--- config.mk ---
export PLATFORM = sky130hd
export DESIGN_NAME = sprite_blitter
export DESIGN_NICKNAME = d
export VERILOG_FILES = /design/src/rtl/sprite_pkg.sv /design/src/rtl/screen_clip.sv /design/src/rtl/sprite_blitter.sv
export SDC_FILE = /design/constraint.sdc
export NUM_CORES = 1
export LEC_CHECK = 0
export ABC_AREA = 1
export CORE_ASPECT_RATIO = 1.1
export CORE_MARGIN = 4
export CORE_UTILIZATION = 41
export DETAILED_ROUTE_END_ITERATION = 6
export PLACE_DENSITY = 0.67
export SYNTH_ARGS = -nofsm -noshare
export SYNTH_HDL_FRONTEND = slang
export SYNTH_HIERARCHICAL = 1
export SYNTH_SLANG_ARGS = --single-unit
--- constraint.sdc ---
create_clock -name clk -period 2.1 [get_ports clk]
set_input_delay 0.42 -clock clk [delete_from_list [all_inputs] [get_ports clk]]
set_output_delay 0.42 -clock clk [all_outputs]
set_load 0.03 [all_outputs]
--- src/rtl/sprite_pkg.sv ---
// sprite_pkg
//   Shared definitions for the sprite rendering path: screen geometry,
//   the RGB565 colour key, the blitter FSM state type and the helper that
//   forms a sprite ROM address from (id, row, col, flip).
package sprite_pkg;

   localparam int SCREEN_W = 640;
   localparam int SCREEN_H = 480;

   typedef logic [15:0] rgb565_t;

   localparam rgb565_t TRANSPARENT = 16'hF81F;

   typedef enum logic [1:0] {
      IDLE,
      ISSUE,
      DRAIN
   } blit_state_e;

   // ROM layout is {id, row, col}. A flipped sprite reads its columns
   // right-to-left so that screen pixels still come out left-to-right.
   // The result is 32 bits wide; callers truncate to their address width.
   function automatic logic [31:0] sprite_rom_addr(
      input logic [31:0] id,
      input logic [31:0] row,
      input logic [31:0] col,
      input logic        flip,
      input int          col_bits,
      input int          row_bits
   );
      logic [31:0] col_eff;
      col_eff = flip ? ((32'd1 << col_bits) - 32'd1 - col) : col;
      return (id << (col_bits + row_bits)) | (row << col_bits) | col_eff;
   endfunction

endpackage

--- src/rtl/screen_clip.sv ---
// screen_clip
//   Combinational visibility test of a signed 12-bit screen coordinate
//   against the visible frame.
//   Ports:
//     x, y     in   signed 12-bit screen coordinate
//     visible  out  1 when 0 <= x < SCREEN_W and 0 <= y < SCREEN_H
module screen_clip #(
   parameter int SCREEN_W = sprite_pkg::SCREEN_W,
   parameter int SCREEN_H = sprite_pkg::SCREEN_H
) (
   input  logic signed [11:0] x,
   input  logic signed [11:0] y,
   output logic               visible
);

   // A clear sign bit means the value is non-negative, after which an
   // unsigned compare of the magnitude bits against the frame size suffices.
   assign visible = !x[11] && (x[10:0] < 11'(SCREEN_W)) &&
                    !y[11] && (y[10:0] < 11'(SCREEN_H));

endmodule

--- src/rtl/sprite_blitter.sv ---
// sprite_blitter
//   Accepts one sprite-draw request at a time, walks the sprite's pixels
//   out of a synchronous sprite ROM and emits one program beat per visible,
//   non-transparent pixel to the SRAM controller's program port.
//   Ports:
//     clk, reset            clock; synchronous active-low reset
//     req_valid/req_ready   draw request handshake (ready only when idle)
//     req_x, req_y          signed top-left screen position of the sprite
//     req_id, req_flip      sprite index and horizontal mirror
//     rom_addr, rom_data    sprite ROM port; data arrives one cycle after address
//     program_x/y/data      pixel coordinate and RGB565 colour
//     program_write         write strobe, one beat per pixel
//     program_ready         controller accepts the beat this cycle
//     busy                  a draw is in progress
//     done                  one-cycle pulse after the last pixel has retired
module sprite_blitter #(
   parameter int          SPRITE_W    = 32,
   parameter int          SPRITE_H    = 32,
   parameter int          ID_W        = 4,
   parameter int          SCREEN_W    = 640,
   parameter int          SCREEN_H    = 480,
   parameter logic [15:0] TRANSPARENT = 16'hF81F
) (
   input  logic                                        clk,
   input  logic                                        reset,
   input  logic                                        req_valid,
   output logic                                        req_ready,
   input  logic signed [10:0]                          req_x,
   input  logic signed [10:0]                          req_y,
   input  logic [ID_W-1:0]                             req_id,
   input  logic                                        req_flip,
   output logic [ID_W+$clog2(SPRITE_W*SPRITE_H)-1:0]   rom_addr,
   input  logic [15:0]                                 rom_data,
   output logic [9:0]                                  program_x,
   output logic [9:0]                                  program_y,
   output logic [15:0]                                 program_data,
   output logic                                        program_write,
   input  logic                                        program_ready,
   output logic                                        busy,
   output logic                                        done
);
   import sprite_pkg::*;

   localparam int COL_W  = $clog2(SPRITE_W);
   localparam int ROW_W  = $clog2(SPRITE_H);
   localparam int ADDR_W = ID_W + COL_W + ROW_W;

   blit_state_e         state_reg;
   logic [ID_W-1:0]     id_reg;
   logic                flip_reg;
   logic signed [10:0]  x_reg;
   logic signed [10:0]  y_reg;
   logic [ROW_W-1:0]    row_reg;
   logic [COL_W-1:0]    col_reg;
   logic [ADDR_W-1:0]   last_addr_reg;
   logic                s1_valid_reg;
   logic signed [11:0]  s1_x_reg;
   logic signed [11:0]  s1_y_reg;
   logic                done_reg;

   logic                s1_visible;
   logic                stall;
   logic [ADDR_W-1:0]   issue_addr;

   screen_clip #(
      .SCREEN_W (SCREEN_W),
      .SCREEN_H (SCREEN_H)
   ) u_clip (
      .x       (s1_x_reg),
      .y       (s1_y_reg),
      .visible (s1_visible)
   );

   always_comb begin
      issue_addr = ADDR_W'(sprite_rom_addr(32'(id_reg), 32'(row_reg), 32'(col_reg),
                                           flip_reg, COL_W, ROW_W));
   end

   // Transparent or clipped pixels drop program_write, so they never stall.
   assign program_write = s1_valid_reg && (rom_data != TRANSPARENT) && s1_visible;
   assign stall         = program_write && !program_ready;

   // The counters already point at the next pixel while stage 1 waits, so
   // during a stall the ROM is re-driven with the address it read last
   // cycle (the stage-1 pixel); that keeps rom_data stable until the beat
   // is taken, and the cycle the stall clears the next pixel is issued.
   always_comb begin
      rom_addr = '0;
      if (stall) begin
         rom_addr = last_addr_reg;
      end else if (state_reg == ISSUE) begin
         rom_addr = issue_addr;
      end
   end

   assign program_x    = s1_x_reg[9:0];
   assign program_y    = s1_y_reg[9:0];
   assign program_data = s1_valid_reg ? rom_data : 16'h0000;
   assign req_ready    = (state_reg == IDLE);
   assign busy         = (state_reg != IDLE);
   assign done         = done_reg;

   always_ff @(posedge clk) begin
      if (!reset) begin
         state_reg     <= IDLE;
         id_reg        <= '0;
         flip_reg      <= 1'b0;
         x_reg         <= '0;
         y_reg         <= '0;
         row_reg       <= '0;
         col_reg       <= '0;
         last_addr_reg <= '0;
         s1_valid_reg  <= 1'b0;
         s1_x_reg      <= '0;
         s1_y_reg      <= '0;
         done_reg      <= 1'b0;
      end else begin
         done_reg      <= 1'b0;
         last_addr_reg <= rom_addr;

         // Stage 1 captures the screen position of the pixel being read.
         if (!stall) begin
            s1_valid_reg <= (state_reg == ISSUE);
            s1_x_reg     <= {x_reg[10], x_reg} + 12'(col_reg);
            s1_y_reg     <= {y_reg[10], y_reg} + 12'(row_reg);
         end

         case (state_reg)
            IDLE: begin
               if (req_valid) begin
                  id_reg    <= req_id;
                  flip_reg  <= req_flip;
                  x_reg     <= req_x;
                  y_reg     <= req_y;
                  row_reg   <= '0;
                  col_reg   <= '0;
                  state_reg <= ISSUE;
               end
            end
            ISSUE: begin
               if (!stall) begin
                  // Power-of-two dimensions let the counters wrap naturally.
                  col_reg <= col_reg + 1'b1;
                  if (col_reg == COL_W'(SPRITE_W - 1)) begin
                     row_reg <= row_reg + 1'b1;
                     if (row_reg == ROW_W'(SPRITE_H - 1)) begin
                        state_reg <= DRAIN;
                     end
                  end
               end
            end
            DRAIN: begin
               // Only the final pixel can be in stage 1 here; once it is not
               // stalled it retires on this edge.
               if (!stall) begin
                  state_reg <= IDLE;
                  done_reg  <= 1'b1;
               end
            end
            default: begin
               state_reg <= IDLE;
            end
         endcase
      end
   end

endmodule

# --- Word-level counts from Yosys, hierarchy flattened ---
# Index checks and enable logic that the tools add are counted.
word_totals:
  inputBits: 47
  elab_cells: 65
  register_bits: 79
  out_inout_bits: 54
op_classes:
  bitwise_logic: 2
  n_addsub: 5
  order_cmp: 2
  n_eq_ne: 10
  reduce_logical: 17
  muxes: 17
op_table:
  columns: ["cell", "n"]
  rows:
  - ["14-bit two-way mux", 3]
  - ["11-bit by 6-bit adder with 12-bit output", 2]
  - ["5-bit two-way mux", 4]
  - ["5-bit one-hot mux with 2 select lines", 2]
  - ["16-bit two-way mux", 1]
  - ["16-bit inequality test, second input constant", 1]
  - ["14-bit by 10-bit OR with 14-bit output", 1]
  - ["14-bit OR", 1]
  - ["11-bit by 10-bit < comparator with 1-bit output, second input constant", 1]
  - ["11-bit by 9-bit < comparator with 1-bit output, second input constant", 1]
  - ["5-bit by 1-bit adder with 5-bit output, second input constant", 2]
  - ["5-bit equality test, second input constant", 2]
  - ["2-bit two-way mux", 5]
  - ["1-bit logical AND", 6]
  - ["2-bit inequality test, second input constant", 3]
  - ["2-bit one-hot mux with 3 select lines", 1]
  - ["5-bit by 5-bit subtractor with 6-bit output, first input constant", 1]
  - ["5-bit AND reduction", 1]
  - ["2-bit by 1-bit inequality test with 1-bit output, second input constant", 2]
  - ["2-bit AND reduction", 2]
  - ["4-bit AND reduction", 1]
  - ["2-bit nonzero test", 2]
  - ["1-bit logical NOT", 3]
  - ["3-bit AND reduction", 1]
  - ["4 further kinds", 4]

# --- Logic depth before layout (Yosys ltp) ---
# Gate-level depths: netlist (run 1).
logic_depth:
  word_depth: 8
  ltp_mapped: 13
  depth_no_buf: 13

# --- Modules after synthesis ---
# The synthesis (run 1) kept the hierarchy.
by_module_without_submodules:
  columns: ["mod", "area_each_um2", "n_inst", "cells_each", "seq_area_each_um2"]
  rows:
  - ["sprite_blitter", 4083.9, 1, 561, 1581.5]
  - ["screen_clip", 46.3, 1, 11, 0.0]

# --- Worst setup path after synthesis (run 1) ---
# Ideal clock, no wire load.
synth_timing:
  path_type: "register to output"
  from: "reg s1_x_reg[8]"
  to: "out rom_addr[0]"
  t_required_ns: 1.680
  arrival_time_ns: 1.537
  n_path_buf: 1
  stages_incl_launch_ff: 9
  path_slack_ns: 0.143
  path_cell_list: "dfxtp_1 > o21ai_1 > nand2_1 > nor2_1 > nand2_1 > inv_1 > nand3_4 > buf_6 > o22ai_1"
synth_between:
  elab_chain_cells: 7
synth_lines:
  columns: ["element", "line", "rtl"]
  rows:
  - ["start, declared", "sprite_blitter.sv:57", "logic signed [11:0] s1_x_reg;"]
  - ["start signal, assigned", "sprite_blitter.sv:124", "s1_x_reg <= {x_reg[10], x_reg} + 12'(col_reg);"]
  - ["11-bit by 10-bit < comparator with 1-bit output", "screen_clip.sv:18", "assign visible = !x[11] && (x[10:0] < 11'(SCREEN_W)) &&"]
  - ["1-bit logical AND (2 in series)", "screen_clip.sv:18", null]
  - ["1-bit logical AND", "screen_clip.sv:19", "!y[11] && (y[10:0] < 11'(SCREEN_H));"]
  - ["via s1_visible", "sprite_blitter.sv:61", "logic s1_visible;"]
  - ["1-bit logical AND", "sprite_blitter.sv:80", "assign program_write = s1_valid_reg && (rom_data != TRANSPARENT) && s1_visible;"]
  - ["1-bit logical AND", "sprite_blitter.sv:81", "assign stall = program_write && !program_ready;"]
  - ["14-bit two-way mux", "sprite_blitter.sv:89", "if (stall) begin"]
  - ["end, declared", "sprite_blitter.sv:32", "output logic [ID_W+$clog2(SPRITE_W*SPRITE_H)-1:0] rom_addr,"]
# The timed path passes the listed nets, and every way through them passes these cells.

# --- Final worst setup path (run 1) ---
layout_timing:
  from: "reg s1_x_reg[8]"
  to: "out rom_addr[5]"
# Same word-level chain as after synthesis.

==> flow_metrics.tcl, run 1 <==
set metrics [dict create \
    slew_violations 0 \
    final-instance-count-excl-fill 794 \
    r2r-start "s1_x_reg[8]$_SDFFE_PN0N_" \
    powerDensity_nw_per_um2 1027 \
    num_io_pins 101 \
    critPathTopFamily "buffers and inverters" \
    routedWlPerCell_um 13.34 \
    max_slew_margin 0.6303 \
    maxCapViolCount 0 \
    slowest_stage "dfxtp_2" \
    wl_um 10590 \
    grt_pass1_vias 3750 \
    synth_fp_nets 635 \
    finalSetupViolCount 14 \
    setup_slack_ps -237.0 \
    ys_seq_area_frac 0.3829 \
    criticalPathCategory "register to output port" \
    synth_area_leaders "dfxtp_1 (38%), nand2_1 (8.5%), inv_1 (8.2%)" \
    dieArea_um2 11750 \
    row_count 38 \
    routabilityCongestion 0.8410 \
    max_freq_mhz 427.9 \
    tightest_slew_ps 554.0 \
    drc 0 \
    grt_max_degree 52 \
    r2r_slack_ps 120 \
    hold_depth 2 \
    peakVddDrop_v 0.0004884 \
    dp_cells 773 \
    grt_pass1_wl_um 17480 \
    ant_nets 0 \
    critPathBufInv 3 \
    violations "setup timing" \
    vias 3862 \
    regArea_um2 1585 \
    crit_chain "o21ai_2 -> nand2_1 -> nor2_2 -> nand2_1 -> inv_2 -> nand3_4 -> buf_12 -> o22ai_4 -> buf_12" \
    hold_viol 0 \
    holdPathEnd "s1_y_reg[11]$_SDFFE_PN0N_" \
    fin_crit_sh 1.113 \
    syn_avg_cell_area_um2 7.221 \
    dr.pass1.iters 5 \
    required_ps 1680 \
    rr_worst_depth 12 \
    drt_iter0_markers 142 \
    hold_start "s1_y_reg[11]$_SDFFE_PN0N_" \
    clk_pin_slew_worst_paths_ps 80 \
    startpoint "s1_x_reg[8]$_SDFFE_PN0N_" \
    tritoncts "yes" \
    clock-skew-final_ps 12.26 \
    cp_slowest_stage_delay_ps 330 \
    design.core.area_um2 9842 \
    hpwl_um 7447 \
    synth.largest_area_cell "dfxtp_1" \
    cts_max_path_buffers 2 \
    clk_latency_ps 350 \
    cts.sinks 79 \
    crit_arrival_ps 1920 \
    antenna_found_initial 0 \
    finalCriticalPeriod_ps 2337 \
    port_buffers 100 \
    ys_ff_latch 79 \
    p_total_w 0.005898 \
    fillers 912 \
    end_kind "output port" \
    overflow 0 \
    cp-start-kind "register" \
    clockRootBuffer "clkbuf_8" \
    leakagePower_nw 2.527 \
    synth_area_um2 4130 \
    yosysWarnings 6 \
    n_antenna_cell 0 \
    drive_gt1_frac 0.1691 \
    timing.rr.end "s1_x_reg[9]$_SDFFE_PN0N_" \
    die_h_um 113.3 \
    crit_path_max_fanout 8 \
    hold_class "register to register" \
    fin_util 0.5835 \
    largest_register_ffs 14 \
    area_delta_synth_final_pct 39.05 \
    multi_input_area_um2 2103 \
    start_util 0.4197 \
    grt_util_all_layers 0.1813 \
    synth_top_area_share 0.3829 \
    die_x_um 103.7 \
    viasPerCell 4.864 \
    cts_buffers 9 \
    rsz0062_at_grt "true" \
    synth_cells 572 \
    cts_max_level 3 \
    finalNetCount 732 \
    status "finished with violations" \
    setup_tns_ps -3112 \
    ys_types 36 \
]
## layer usage
metal	vias up	share of wire	wire, um	GRT usage
li1	1992	-	-	-
met1	1732	0.42	4465	0.2090
met2	121	0.49	5235	0.3303
met3	17	0.063	669	0.04107
met4	0	0.021	221	0.06560
met5	-	0	0	0
## power by group
part | internal, W | leakage [nW] | switching, W
sequential | 0.00180 | 0.648 | 0.000225
combinational | 0.00103 | 1.76 | 0.00154
clock | 0.000740 | 0.117 | 0.000557
total | 0.00357 | 2.53 | 0.00233
## worst reg2reg max path, cell delays in order (launching register included)
cell	delay (ps)
dfxtp_2	330
o21ai_2	140
nand2_1	80
nor2_2	120
nand2_1	70
inv_2	80
nand3_4	170
buf_16	220
buf_4	150
buf_6	150
buf_6	160
o21ai_0	150
a21oi_1	50
## how the worst max path moves through the flow
stage	slack, ps	endpoint	cells past startpoint
floorplan	140	rom_addr[0]	8
global placement	-280	rom_addr[1]	11
detailed placement	-330	rom_addr[0]	10
CTS	-280	rom_addr[3]	9
global route	-360	rom_addr[3]	9
finish	-240	rom_addr[5]	9
## layout by cell type (no fill, tap or decap), types with 2 or more instances in the layout
cell	synthesis	final
xor2_1	8	8
nand4_1	7	7
buf_6	4	9
fa_1	2	2
dlygate4sd2_1	0	16
buf_12	0	11
nand2_8	0	2
a31oi_1	3	3
nor2_4	2	2
nor2_2	2	4
clkinv_4	0	2
o22ai_4	0	14
o21ai_1	2	5
ha_1	14	14
xnor2_1	10	10
nand3_1	23	23
dfxtp_1	79	76
dfxtp_2	0	3
inv_2	4	6
nor2_1	69	67
inv_1	90	88
o21ai_0	47	43
clkdlybuf4s50_1	0	52
o2111ai_1	2	2
bufinv_16	0	2
nand2_1	93	92
clkbuf_8	0	11
a21oi_2	0	2
a21oi_1	47	45
buf_4	22	38
## layout make-up
type | instances | share of cell area
multi-input combinational | 355 | 0.3662
tap | 120 | 0.02614
inverter | 95 | 0.06253
clock inverter | 4 | 0.01351
clock buffer | 12 | 0.02702
timing repair buffer | 129 | 0.2285
sequential | 79 | 0.2760
## through the flow
step	hold slack (ps)	area, um2	setup WS (ps)
after floorplan	430.4	4130	143.0
after global placement	453.5	5235	-284.3
after detailed placement	454.4	5235	-327.2
after CTS	468.3	5699	-278.6
after global routing	484.2	5743	-357.8
final	467.5	5743	-237.0
## cells in the mapped netlist (all sizes together)
library cell,instances
nand3,25
o21a,1
o21bai,1
fa,2
xor2,8
and3,1
nand3b,1
a31oi,3
o21ai,49
o2111ai,2
nor3,1
clkinv,1
o22ai,14
inv,94
nand4,7
nor2,73
ha,14
a21oi,47
buf,31
xnor2,10
nand2,95
clkbuf,13
dfxtp,79
## timing repair
action | 4_1_cts | 5_1_grt
pin swaps | 15 | 7
cloned | 2 | 0
endpoints found under the setup margin | 15 | 37
hold buffers | 0 | 0
endpoints found under the hold margin | 0 | 0
resized for setup | 57 | 16
setup buffers | 6 | 2
## logic make-up (layout without fill, tap and decap cells)
family	count (synthesis)	after routing	synth area share
buffers and inverters	139	240	0.1551
xor gates and xnor gates	18	18	0.03817
and+or+nand+nor	203	204	0.2096
AOI/OAI and AO/OA	117	117	0.1621
DFF	79	79	0.3829
adders and majority gates	16	16	0.05211
Power figures use the tool's default switching activity.
==> run 2, diff against run 1 <==
SKIP_CTS_REPAIR_TIMING = 1   (was not set)
==> run 2 against run 1 <==
The flow still finishes with violations (setup timing). Sequential power about the same. Non-clock buffer count increased by 7. Clock skew increased by 1.2 ps. First-iteration DRC count grew 15%. Count of clock-buffer cells in the layout stayed put. Worst setup slack got worse by 73 ps. Critical path depth grew 2. Clock power about the same. Critical path type is now input port to output port. Highest routed layer unchanged.
==> flow_metrics.tcl, run 2 (synthesized netlist as in run 1, its figures left out) <==
set metrics [dict create \
    fin_util 0.5847 \
    cts_max_path_buffers 2 \
    die_h_um 113.3 \
    rsz0062_at_grt "true" \
    regArea_um2 1587 \
    design_area_um2 5754 \
    use_met1 0.1966 \
    die_x_um 103.7 \
    port_buffers 100 \
    p_seq_frac 0.350 \
    grt_pass1_vias 3673 \
    hold_class "register to register" \
    use_met2 0.3128 \
    hpwl_um 7447 \
    drc 0 \
    row_count 38 \
    cp-start-kind "input port" \
    hold_start "x_reg[8]$_SDFFE_PN0P_" \
    cts_buffers 9 \
    violations "setup timing" \
    finalCriticalPeriod_ps 2410 \
    max_freq_mhz 415.0 \
    grt_max_degree 52 \
    multi_input_area_um2 2004 \
    crit_arrival_ps 1990 \
    p_int_w 0.003562 \
    setup_tns_ps -3756 \
    dieArea_um2 11750 \
    cts_max_level 3 \
    rr_worst_depth 13 \
    crit_path_max_fanout 8 \
    start_util 0.4197 \
    final-instance-count-excl-fill 801 \
    num_io_pins 101 \
    p_sw_frac 0.3861 \
    overflow 0 \
    timing.rr.end "s1_y_reg[10]$_SDFFE_PN0N_" \
    clockRootBuffer "clkbuf_8" \
    hold_viol 0 \
    layout.cells.most_common "nand2_1" \
    wl_um 10630 \
    finalSetupViolCount 15 \
    clk_latency_ps 350 \
    required_ps 1680 \
    dp_cells 773 \
    clkPwrFrac 0.223 \
    status "finished with violations" \
    design.core.area_um2 9842 \
    r2r_slack_ps 100 \
    grt_pass1_wl_um 16700 \
    tightest_slew_ps 527.6 \
    viasPerCell 4.834 \
    fillers 894 \
    slew_violations 0 \
    area_delta_synth_final_pct 39.32 \
    holdPathEnd "x_reg[8]$_SDFFE_PN0P_" \
    leakagePower_nw 2.564 \
    finalNetCount 739 \
    routabilityCongestion 0.8410 \
    criticalPathCategory "input port to output port" \
    max_slew_margin 0.6479 \
    fin_crit_sh 1.148 \
    drt_iter0_markers 164 \
    combPwrFrac 0.427 \
    vias 3872 \
    gr-usage-met3 0.04050 \
    r2r-start "s1_x_reg[7]$_SDFFE_PN0N_" \
    cts.sinks 79 \
    setup_slack_ps -309.8 \
    n_antenna_cell 0 \
    antenna_found_initial 0 \
    powerDensity_nw_per_um2 1008 \
    peakVddDrop_v 0.0004940 \
    placed_cell_area_um2 5235 \
    largest_register_ffs 14 \
    dr.pass1.iters 4 \
    drive_gt1_frac 0.1733 \
    ant_nets 0 \
    mostFrequentLayoutCells "nand2_1 (93), inv_1 (89), dfxtp_1 (75)" \
    routedWlPerCell_um 13.27 \
    end_kind "output port" \
    grt_util_all_layers 0.1721 \
    clk_pin_slew_worst_paths_ps 90 \
    hold_depth 2 \
    maxCapViolCount 0 \
    p_total_w 0.005802 \
    tritoncts "yes" \
    clock-skew-final_ps 13.42 \
    grt_busiest_layer "met2" \
    switching_power_w 0.002240 \
]
[run 2: final cells by class]
class | instances | area share
Sequential cell | 79 | 0.2757
Clock buffer | 12 | 0.02696
Clock inverter | 4 | 0.01348
Inverter | 95 | 0.06197
Timing Repair Buffer | 136 | 0.2474
Tap cell | 120 | 0.02609
Multi-Input combinational cell | 355 | 0.3483
[run 2: worst max-delay path by stage]
stage | startpoint | endpoint | slack [ps]
floorplan | s1_x_reg[8]$_SDFFE_PN0N_ | rom_addr[0] | 140
global placement | rom_data[11] | rom_addr[1] | -280
CTS | s1_x_reg[8]$_SDFFE_PN0N_ | program_write | -400
finish | rom_data[11] | rom_addr[3] | -310
detailed placement | rom_data[12] | rom_addr[0] | -330
global route | s1_y_reg[10]$_SDFFE_PN0N_ | rom_addr[1] | -410
[run 2: power groups by stage]
stage	logic (W)	registers, W	clock network [W]
floorplan	0.00162	0.00199	0
global placement	0.00226	0.00204	0
detailed placement	0.00229	0.00205	0
CTS	0.00231	0.00202	0.00132
global route	0.00268	0.00207	0.00138
finish	0.00248	0.00203	0.00130
[run 2: critical path: stages]
cell	delay, ps
clkdlybuf4s50_1	480
inv_1	40
nor2_1	70
nand2_1	70
nor2_2	120
nand2_2	90
nand3_4	160
buf_12	180
o22ai_2	80
buf_6	130
buf_12	120
[run 2: metal layers]
layer	share of wire	vias to the layer above
li1	-	2001
met1	0.43	1756
met2	0.50	98
met3	0.049	17
met4	0.021	0
met5	0	-
[run 2: stage by stage]
step / setup WS (ps) / hold WS [ps]
3_5_place_dp: -327.2 / 454.4
4_1_cts: -400.7 / 468.3
2_1_floorplan: 143.0 / 430.4
6_report: -309.8 / 477.5
5_1_grt: -407.1 / 494.7
3_3_place_gp: -284.3 / 453.5
==> run 3, diff against run 2 <==
HOLD_SLACK_MARGIN = 0.12   (was not set)
==> results of run 3 <==
The final DEF is identical to that of run 2; final timing and power are the same.
